===== config.mk =====
export PLATFORM = sky130hd
export DESIGN_NAME = uart_rx_framer
export DESIGN_NICKNAME = d
export VERILOG_FILES = /design/src/rtl/uart_rx_framer.sv
export SDC_FILE = /design/constraint.sdc
export NUM_CORES = 1
export LEC_CHECK = 0
export BUFFER_PORTS_ARGS = -buffer_cell sky130_fd_sc_hd__buf_2
export CAP_MARGIN = 10
export CORE_ASPECT_RATIO = 1.2
export CORE_MARGIN = 5
export CORE_UTILIZATION = 35
export DETAILED_ROUTE_END_ITERATION = 10
export PLACE_DENSITY = 0.62
export SYNTH_ARGS = -nofsm -noshare
export SYNTH_HDL_FRONTEND = slang
export SYNTH_SLANG_ARGS = --single-unit

===== constraint.sdc =====
create_clock -name clk_i -period 2.6 [get_ports clk_i]
set_input_delay 0 -clock clk_i [delete_from_list [all_inputs] [get_ports clk_i]]
set_output_delay 0 -clock clk_i [all_outputs]
set_load 0.01 [all_outputs]

===== src/rtl/uart_rx_framer.sv =====
// Frame parser: hunts SOF, checks length/checksum, buffers one good payload for the host.
// Latency: frm_valid rises 2 clocks after the checksum byte is popped; 2 clocks per byte fetched.
// Backpressure: while a frame is held (frm_valid && !frm_ready) no further bytes are popped.
module uart_rx_framer #(
    parameter logic [7:0] SOF     = 8'hA5,
    parameter int         MAX_LEN = 16
) (
    input  logic       clk_i,
    input  logic       rst_ni,
    input  logic       rx_empty,
    output logic       ld_rx_data,
    input  logic [7:0] rx_data,
    output logic       frm_valid,
    input  logic       frm_ready,
    output logic [4:0] frm_len,
    input  logic [3:0] frm_rd_addr,
    output logic [7:0] frm_rd_data,
    output logic       err_pulse,
    output logic [1:0] err_code,
    output logic [7:0] frm_cnt
);

    localparam int IW = (MAX_LEN > 1) ? $clog2(MAX_LEN) : 1;

    typedef enum logic [2:0] {
        S_IDLE,
        S_LEN,
        S_PAYLOAD,
        S_CSUM,
        S_HOLD
    } state_t;

    state_t          state_q, state_d;
    logic            pend_q;
    logic [4:0]      len_q;
    logic [IW-1:0]   idx_q;
    logic [7:0]      sum_q;
    logic            err_pulse_q;
    logic [1:0]      err_code_q;
    logic [7:0]      cnt_q;
    logic [7:0]      pay_buf [MAX_LEN];

    // decoded strobes from the FSM
    logic            len_we;
    logic            buf_we;
    logic            err_set;
    logic [1:0]      err_val;
    logic            accept;

    // byte-level helpers; a byte is present in rx_data exactly when pend_q is set
    logic            len_ok;
    logic            last_byte;
    logic [7:0]      sum_next;

    assign len_ok    = (rx_data != 8'd0) && (rx_data <= 8'(MAX_LEN));
    assign last_byte = (5'(idx_q) == (len_q - 5'd1));
    assign sum_next  = sum_q + rx_data;

    // One pop in flight at most, and none while a frame waits for the host
    assign ld_rx_data  = !rx_empty && !pend_q && (state_q != S_HOLD);
    assign frm_valid   = (state_q == S_HOLD);
    assign frm_len     = len_q;
    assign frm_rd_data = pay_buf[frm_rd_addr[IW-1:0]];
    assign err_pulse   = err_pulse_q;
    assign err_code    = err_code_q;
    assign frm_cnt     = cnt_q;

    // Parse FSM: next state and datapath strobes, advancing only on a sampled byte
    always_comb begin
        state_d = state_q;
        len_we  = 1'b0;
        buf_we  = 1'b0;
        err_set = 1'b0;
        err_val = 2'b00;
        accept  = 1'b0;
        case (state_q)
            S_IDLE: begin
                // anything other than SOF is line noise and dropped silently
                if (pend_q && (rx_data == SOF)) begin
                    state_d = S_LEN;
                end
            end
            S_LEN: begin
                if (pend_q) begin
                    if (len_ok) begin
                        len_we  = 1'b1;
                        state_d = S_PAYLOAD;
                    end else begin
                        err_set = 1'b1;
                        err_val = 2'b01;
                        state_d = S_IDLE;
                    end
                end
            end
            S_PAYLOAD: begin
                if (pend_q) begin
                    buf_we = 1'b1;
                    if (last_byte) begin
                        state_d = S_CSUM;
                    end
                end
            end
            S_CSUM: begin
                if (pend_q) begin
                    if (sum_next == 8'd0) begin
                        state_d = S_HOLD;
                    end else begin
                        err_set = 1'b1;
                        err_val = 2'b10;
                        state_d = S_IDLE;
                    end
                end
            end
            S_HOLD: begin
                if (frm_ready) begin
                    accept  = 1'b1;
                    state_d = S_IDLE;
                end
            end
            default: state_d = S_IDLE;
        endcase
    end

    // State register and frame bookkeeping
    always_ff @(posedge clk_i or negedge rst_ni) begin
        if (!rst_ni) begin
            state_q     <= S_IDLE;
            pend_q      <= 1'b0;
            len_q       <= 5'd0;
            idx_q       <= '0;
            sum_q       <= 8'd0;
            err_pulse_q <= 1'b0;
            err_code_q  <= 2'b00;
            cnt_q       <= 8'd0;
        end else begin
            state_q     <= state_d;
            // a pop always lands one clock later, which also frees the slot
            pend_q      <= ld_rx_data;
            err_pulse_q <= err_set;
            if (err_set) begin
                err_code_q <= err_val;
            end
            if (len_we) begin
                len_q <= rx_data[4:0];
                sum_q <= rx_data;
                idx_q <= '0;
            end
            if (buf_we) begin
                sum_q <= sum_next;
                idx_q <= idx_q + 1'b1;
            end
            if (accept) begin
                cnt_q <= cnt_q + 8'd1;
            end
        end
    end

    // Payload storage; contents are meaningless until a frame is held, so no reset
    always_ff @(posedge clk_i) begin
        if (buf_we) begin
            pay_buf[idx_q] <= rx_data;
        end
    end

endmodule


Yosys cells after proc, flatten, opt, wreduce, memory -nomap -nowiden --
Memory sizes are Yosys's and may differ from the RTL's. Index checks and enable logic that the tools add are counted.
Storage, ports and cells: register bits after elaboration 32, latch bits 0, RAM bits 128, memory bits (read-only) 0, bits of input ports 16, logic and storage cells 70, memories kept 1
Operators by class: add/subtract/negate cells 4, multiply operators 0, div/mod/pow operators 0, $lt $le $gt $ge 1, equality and inequality tests 13, shift-type cells 0, mux-type cells 32, bitwise gates (word level) 0, reduce and logical (&&, ||, !) cells 11
Memories:
- pay_buf | words 16, width 8, rd ports 1, clocked after memory_dff 0, write ports 1, RTL line 41 | logic [7:0] pay_buf [MAX_LEN];
Operator list (number):
- 3-bit 2-to-1 mux | 7
- 8-bit 2-to-1 mux | 2
- 1-bit 2-to-1 mux | 15
- 3-bit one-hot mux with 5 select lines | 1
- 2-bit != test, second input constant | 5
- 8-bit by 1-bit adder with 8-bit output, second input constant | 1
- 8-bit adder | 1
- 8-bit equality test, second input constant | 1
- 8-bit by 5-bit less-or-equal comparator with 1-bit output, second input constant | 1
- 8-bit zero test | 1
- 4-bit 2-to-1 mux | 2
- 8-bit nonzero test | 1
- 3-bit by 2-bit equality test with 1-bit output, second input constant | 2
- 2-bit 2-to-1 mux | 3
- 6-bit AND reduction | 1
- 4-bit by 5-bit equality test with 1-bit output | 1
- 5-bit by 1-bit subtractor with 5-bit output, second input constant | 1
- 4-bit by 1-bit adder with 4-bit output, second input constant | 1
- 1-bit logical AND | 4
- 2-bit one-hot mux with 2 select lines | 1
- 3-bit by 1-bit equality test with 1-bit output, second input constant | 1
- 3-bit equality test, second input constant | 1
- 3-bit zero test | 1
- 3-bit != test, second input constant | 1
- 4 further kinds | 5

Logic depth before layout (Yosys ltp) --
Gate-level depths: netlist (run 1).
word-level depth 7, depth in mapped cells 7, mapped depth without buffers 7

Least setup slack after synthesis (run 1) --
No wires, ideal clock.
path type flip-flop to flip-flop, start reg state_q[2], end mem pay_buf[4][0] (enable), setup time 383 ps, arrival time 1948 ps, data required time 2217 ps, setup slack 268 ps, stages on the path, launching flop included 7, buffers on the path 2, period minus slack after synthesis 2332 ps, cell sequence dfrtp_1 -> nor2b_1 -> and3b_1 -> clkbuf_1 -> buf_2 -> nand2_1 -> nor3_1
Between the ends: cells in the longest elaborated chain, start to end 4
Ends and longest elaborated chain:
- from (decl) | RTL line 33 | state_t state_q, state_d;
- from (signal assigned) | RTL line 136 | state_q <= state_d;
- 3-bit by 2-bit equality test with 1-bit output | RTL line 76 | case (state_q)
- 1-bit 2-to-1 mux | RTL line 76
- 1-bit 2-to-1 mux | RTL line 160 | if (buf_we) begin
- 1-bit 2-to-1 mux (implied by the code) | RTL line 161 | pay_buf[idx_q] <= rx_data;
- to (decl) | RTL line 41
Every way passes these cells.

Worst setup path after layout (run 1) --
start reg sum_q[0], end reg err_code_q[0] (netlist: err_code[0])
Between the ends: cells in the longest elaborated chain, start to end 5
Ends and longest elaborated chain:
- from (decl) | RTL line 37 | logic [7:0] sum_q;
- from (signal assigned) | RTL line 145 | sum_q <= rx_data;
- from (signal assigned) | RTL line 149 | sum_q <= sum_next;
- 8-bit adder | RTL line 57 | assign sum_next = sum_q + rx_data;
- 8-bit zero test | RTL line 105 | if (sum_next == 8'd0) begin
- 1-bit 2-to-1 mux | RTL line 105
- 1-bit 2-to-1 mux | RTL line 104 | if (pend_q) begin
- 1-bit one-hot mux with 2 select lines | RTL line 76
- to (signal assigned) | RTL line 141 | err_code_q <= err_val;
- to (decl) | RTL line 39 | logic [1:0] err_code_q;
Every way passes these cells. A chain may end at the register's enable or synchronous reset.

==> results of run 1 <==
## cell type report
cell class                      instances  area [um2]  area share
Clock inverter                         14         156      0.0192
Tap cell                              261         327      0.0401
Sequential cell                       160        4640       0.570
Timing Repair Buffer                   68         443      0.0544
Clock buffer                           18         429      0.0527
Inverter                                9        33.8     0.00415
Multi-Input combinational cell        213        2120       0.260
## per-stage QoR
step            util  area (um2)  hold slack [ns]
6_report       0.418        8150           0.0503
5_1_grt        0.418        8150           0.0413
4_1_cts        0.418        8150           0.0266
3_5_place_dp   0.386        7520            0.103
3_3_place_gp   0.386        7520           0.0919
2_1_floorplan      -        6890           -0.296
## kinds of logic after synthesis
kind of cell	share of synthesized area
AOI/OAI and AO/OA	0.0478
xor gates and xnor gates	0.0229
adders and majority gates	0.0265
buffers and inverters	0.0189
DFF	0.674
muxes	0.137
and+or+nand+nor	0.0723
## per-layer routing
layer / GRT usage / up-vias
met2: 0.236 / 123
met1: 0.163 / 1983
li1: - / 1730
met4: 0.0575 / 0
met5: 0 / -
met3: 0.0319 / 34
## synth_stat cells (2+ instances only)
| library cell | count | area, um2 |
|---|---|---|
| nand4_1 | 4 | 25.0 |
| o21ai_0 | 7 | 35.0 |
| nor3_1 | 12 | 60.1 |
| nand3b_1 | 4 | 30.0 |
| mux2_2 | 4 | 45.0 |
| o21bai_1 | 3 | 22.5 |
| clkbuf_1 | 5 | 18.8 |
| a221o_1 | 3 | 30.0 |
| mux4_2 | 40 | 901 |
| a211oi_1 | 2 | 15.0 |
| nand3_1 | 6 | 30.0 |
| ha_1 | 13 | 163 |
| nor2b_1 | 4 | 25.0 |
| a211oi_2 | 2 | 25.0 |
| buf_1 | 5 | 18.8 |
| and3b_1 | 3 | 26.3 |
| and3_1 | 8 | 50.1 |
| nor3b_1 | 2 | 15.0 |
| and2_2 | 2 | 15.0 |
| edfxtp_1 | 128 | 3840 |
| a21oi_1 | 8 | 40.0 |
| buf_2 | 2 | 10.0 |
| xnor2_1 | 14 | 123 |
| nand2_1 | 15 | 56.3 |
| a31oi_1 | 3 | 18.8 |
| buf_4 | 3 | 22.5 |
| nor4_1 | 4 | 25.0 |
| inv_1 | 9 | 33.8 |
| nor2_1 | 23 | 86.3 |
| xor2_1 | 4 | 35.0 |
| dfrtp_1 | 32 | 801 |
| o211ai_1 | 2 | 15.0 |
## state kept, by name, summed over array words and instances, names as in the netlist
register	flops
sum_q	8
frm_cnt	8
pay_buf	128
err_pulse	1
err_code	2
idx_q	4
pend_q	1
state_q	3
frm_len	5
## report_power, final
part           switching, uW  total [uW]  internal [uW]
Clock                   1030        2460           1430
Combinational            644        1160            513
Sequential               176        3080           2910
Total                   1850        6700           4850
## worst paths after layout
path                                        start  slack (ns)                      end
setup / recovery             sum_q[0]$_DFFE_PN0P_        0.18  err_code[0]$_DFFE_PN0P_
hold / removal                         rx_data[7]        0.05  pay_buf[6][7]$_DFFE_PP_
setup reg to reg             sum_q[0]$_DFFE_PN0P_        0.18  err_code[0]$_DFFE_PN0P_
hold reg to reg            frm_cnt[7]$_DFFE_PN0P_        0.47   frm_cnt[7]$_DFFE_PN0P_
max in group asynchronous                  rst_ni        1.96     idx_q[3]$_DFFE_PN0P_
min in group asynchronous                  rst_ni        0.17   frm_cnt[1]$_DFFE_PN0P_
## repair_timing
| item | 4_1_cts | 5_1_grt |
|---|---|---|
| hold buffers | 4 | 0 |
| gates resized for setup | 0 | 2 |
| endpoints found under the setup margin | 0 | 4 |
| hold endpoints to repair | 35 | 0 |
| setup buffers | 0 | 0 |
==> impl_metrics.ini, run 1 <==
[outcome]
status = completed

[clock_network]
cts_tree = built
path_clk_slew_ns = 0.07
cts_max_level = 4
insertion_delay_ns = 0.42
cts_sinks = 160
cts_root_buf = clkbuf_16
clockBufferDepth = 2
numCtsBuffers = 17

[grt]
grt_pass1_wl_um = 23200
antenna_found_initial = 0
track_usage = 0.136
grt_max_degree = 33
grt-ovfl-total = 0
first_global_vias = 4026

[drt]
wl_met3_um = 725
wl_met1_um = 6330
vias = 3870
wirelength_um = 14900
top_layer_used = met4
drt_drc_violations_left = 0
routed_wire_length_per_instance_um = 20.0
vias_per_cell = 5.21
route.met2.wl_um = 7430
drtPass1Iterations = 5
drtAntennaViolNets = 0
drtIter0Drc = 270

[floorplanning]
start_util = 0.354
die-area_mm2 = 0.0226
io_pins = 42
coreArea_mm2 = 0.0195
die_w_um = 138
rows = 56
die_h_um = 164

[placed_design]
portBuffers = 41
dp_hpwl_um = 9980
routabilityCongestion = 0.871
placedCellCount = 707
dp_slack_ns = 0.183

[synth]
avgSynthCellArea_um2 = 17.3
ys_seq_area_frac = 0.674
synth_edf_count = 128
ys.warnings.count = 0
synth.distinct_cells = 55
syn_area_mm2 = 0.00689
syn_nets = 429
synth_cells = 399
synth_seq_cells = 160
async_reset_ff_frac = 0.200
synth_top_flop_cell = edfxtp_1

[setup_path]
crit_chain = ha_1 > fa_1 > a211oi_2 > o21bai_1 > a2111oi_1 > and4b_2 > a311o_1
reg2reg_depth = 7
max_stage_delay_ns = 0.42
cp_max_fo = 4
path_buf_inv = 0
setup.worst_path.start_class = flop
path_depth = 7
cp_slowest_cell = fa_1
cp.arrival_ns = 2.78
end_kind = flop
worstSetupPathType = reg2reg
worstPathRequired_ns = 2.96
worst_path_dominant_cell_family = compound AO/OA/AOI/OAI gates

[layout]
most-common-layout-cells = edfxtp_1 (128), buf_2 (41), mux4_2 (40)
final_cell_count_no_fill = 743
drive_above_1_share = 0.311
fillCellCount = 1797
area_delta_synth_final_pct = 18.3
layout_commonest_cell = edfxtp_1
nets = 499
n_antenna_cell = 0

[power_and_ir_drop]
total_power_uw = 6700
vdd_drop_max_mv = 0.453
power_density_mw_per_mm2 = 822
cellLeakagePower_uw = 0.00292

[sta]
hold_violations = 0
max_freq_ghz = 0.412
fin_crit_ns = 2.42
rsz0062_at_grt = false
slew_viol_final = 0
worst_slack_ns = 0.176
fin_crit_sh = 0.932
setup_tns_ns = 0
clock_skew_ns = 0.00685
tightest_slew_ns = 0.742
relSlewSlack = 0.505
setup_viol = 0

[worst_hold_path]
hold_path_class = in2reg
whs_path_depth = 1

[flow_run]
max_cap_violations = 0
(Power assumes the default switching activity.)
==> inputs of run 2 (changes only) <==
==> constraint.sdc (replaced) <==
create_clock -name clk_i -period 2.6 [get_ports clk_i]
set_input_delay 0.26 -clock clk_i [delete_from_list [all_inputs] [get_ports clk_i]]
set_output_delay 0.26 -clock clk_i [all_outputs]
set_load 0.01 [all_outputs]
==> impl_metrics.ini, run 2 (same netlist as run 1, synthesis figures left out) <==
[grt]
first_global_vias = 3965
grt_max_degree = 33
grt_pass1_wl_um = 23300
grt-ovfl-total = 0
track_usage = 0.137
antenna_found_initial = 0

[power_and_ir_drop]
power_density_mw_per_mm2 = 792
power_frac_seq = 0.482
power_frac_comb = 0.178
cellLeakagePower_uw = 0.00290
swShare = 0.266
clock_power_share = 0.340
vdd_drop_max_mv = 0.467
p_switching_uw = 1700
p_int_uw = 4690

[layout]
area_delta_synth_final_pct = 17.2
largest_register = pay_buf
drive_above_1_share = 0.299
most-common-layout-cells = edfxtp_1 (128), buf_2 (41), mux4_2 (40)
nets = 499
largest_reg_flops = 128
n_antenna_cell = 0
final_area_mm2 = 0.00807
layout_commonest_cell = edfxtp_1
fillCellCount = 1810
fin_util = 0.415

[setup_path]
cp_max_fo = 4
max_stage_delay_ns = 0.43
rr_startpoint = sum_q[0]$_DFFE_PN0P_
r2r_slack_ns = 0.17
startpoint = sum_q[0]$_DFFE_PN0P_
cp_slowest_cell = fa_1
cp.arrival_ns = 2.79
crit_chain = ha_1 > fa_1 > a211oi_2 > o21bai_1 > a2111oi_1 > and4b_1 > a311o_1
reg2reg_depth = 7
worst_path_dominant_cell_family = compound AO/OA/AOI/OAI gates
timing.rr.end = err_code[0]$_DFFE_PN0P_
path_depth = 7
path_buf_inv = 0
worstSetupPathType = reg2reg
setup.worst_path.start_class = flop
worstPathRequired_ns = 2.95
critPathCapture = err_code[0]$_DFFE_PN0P_
end_kind = flop

[worst_hold_path]
holdCritStartpoint = frm_ready
hold_path_class = in2reg
whs_path_depth = 3

[drt]
routed_wire_length_per_instance_um = 20.1
drtAntennaViolNets = 0
drtIter0Drc = 284
wirelength_um = 14900
vias_per_cell = 5.17
vias = 3822
drt_drc_violations_left = 0
drtPass1Iterations = 4

[sta]
setup_viol = 0
rsz0062_at_grt = false
hold_violations = 0
max_freq_ghz = 0.411
clock_skew_ns = 0.00546
setup_tns_ns = 0
fin_crit_sh = 0.936
fin_crit_ns = 2.43
slew_viol_final = 0
relSlewSlack = 0.522
tightest_slew_ns = 0.717

[floorplanning]
io_pins = 42
rows = 56
die_w_um = 138
die_h_um = 164
die-area_mm2 = 0.0226
coreArea_mm2 = 0.0195
start_util = 0.354

[placed_design]
routabilityCongestion = 0.828
dp_hpwl_um = 9870
dpl_cell_area_mm2 = 0.00755
portBuffers = 41

[outcome]
status = completed

[clock_network]
numCtsBuffers = 17
insertion_delay_ns = 0.42
clockBufferDepth = 2
cts_sinks = 160
cts_root_buf = clkbuf_16
cts_max_level = 4
cts_tree = built
path_clk_slew_ns = 0.06

[flow_run]
max_cap_violations = 0
[run 2: cell types whose count changed in the layout (fill, tap and decap cells not counted), sizes merged]
cell	before	now
clkinv	2	7
clkinvlp	6	2
buf	64	66
inv	13	9
bufinv	2	1
dlygate4sd3	4	2
[run 2: final cells by class]
class                      count  area, um2  area share
clock inverter                10       75.1     0.00930
sequential                   160       4640       0.575
multi-input combinational    213       2110       0.262
timing repair buffer          68        450      0.0558
tap                          261        327      0.0404
clock buffer                  18        429      0.0532
inverter                       9       33.8     0.00418
[run 2: tightest hold or removal path, stage by stage]
cell and delay (ns):
buf_2 0.11, nor2b_1 0.10, a31o_2 0.10
[run 2: routing by layer]
layer / wire length (um) / global-route usage / up-vias
met5: 0 / 0 / -
met4: 224 / 0.0458 / 0
met3: 803 / 0.0337 / 21
met2: 7340 / 0.225 / 113
met1: 6500 / 0.181 / 1953
li1: - / - / 1735
[run 2: per-stage QoR]
| stage | hold WS (ns) | worst slack (ns) | std cells | total power, uW |
|---|---|---|---|---|
| CTS | 0.177 | 0.161 | 739 | 6440 |
| finish | 0.196 | 0.166 | 739 | 6390 |
| global placement | 0.353 | 0.260 | 709 | 4230 |
| detailed placement | 0.363 | 0.164 | 709 | 4260 |
| global route | 0.197 | 0.0217 | 739 | 6710 |
| floorplan | -0.0356 | 0.268 | 399 | 3930 |
[run 2: worst min path at each step]
stage	endpoint
final	state_q[2]$_DFFE_PN0P_
after global routing	state_q[2]$_DFFE_PN0P_
after CTS	state_q[2]$_DFFE_PN0P_
after detailed placement	frm_cnt[7]$_DFFE_PN0P_
after global placement	frm_cnt[7]$_DFFE_PN0P_
after floorplan	err_code[0]$_DFFE_PN0P_
[run 2: power groups by stage]
stage / Clock (uW) / Sequential, uW / Combinational, uW
CTS: 2220 / 3080 / 1140
floorplan: 0 / 3080 / 850
detailed placement: 0 / 3130 / 1130
global route: 2340 / 3110 / 1270
global placement: 0 / 3130 / 1100
finish: 2170 / 3080 / 1140
[run 2: timing repair]
action	CTS	global route
setup buffers	0	0
resized for setup	0	1
endpoints found under the setup margin	0	3
hold buffers	2	0
hold endpoints to repair	33	0
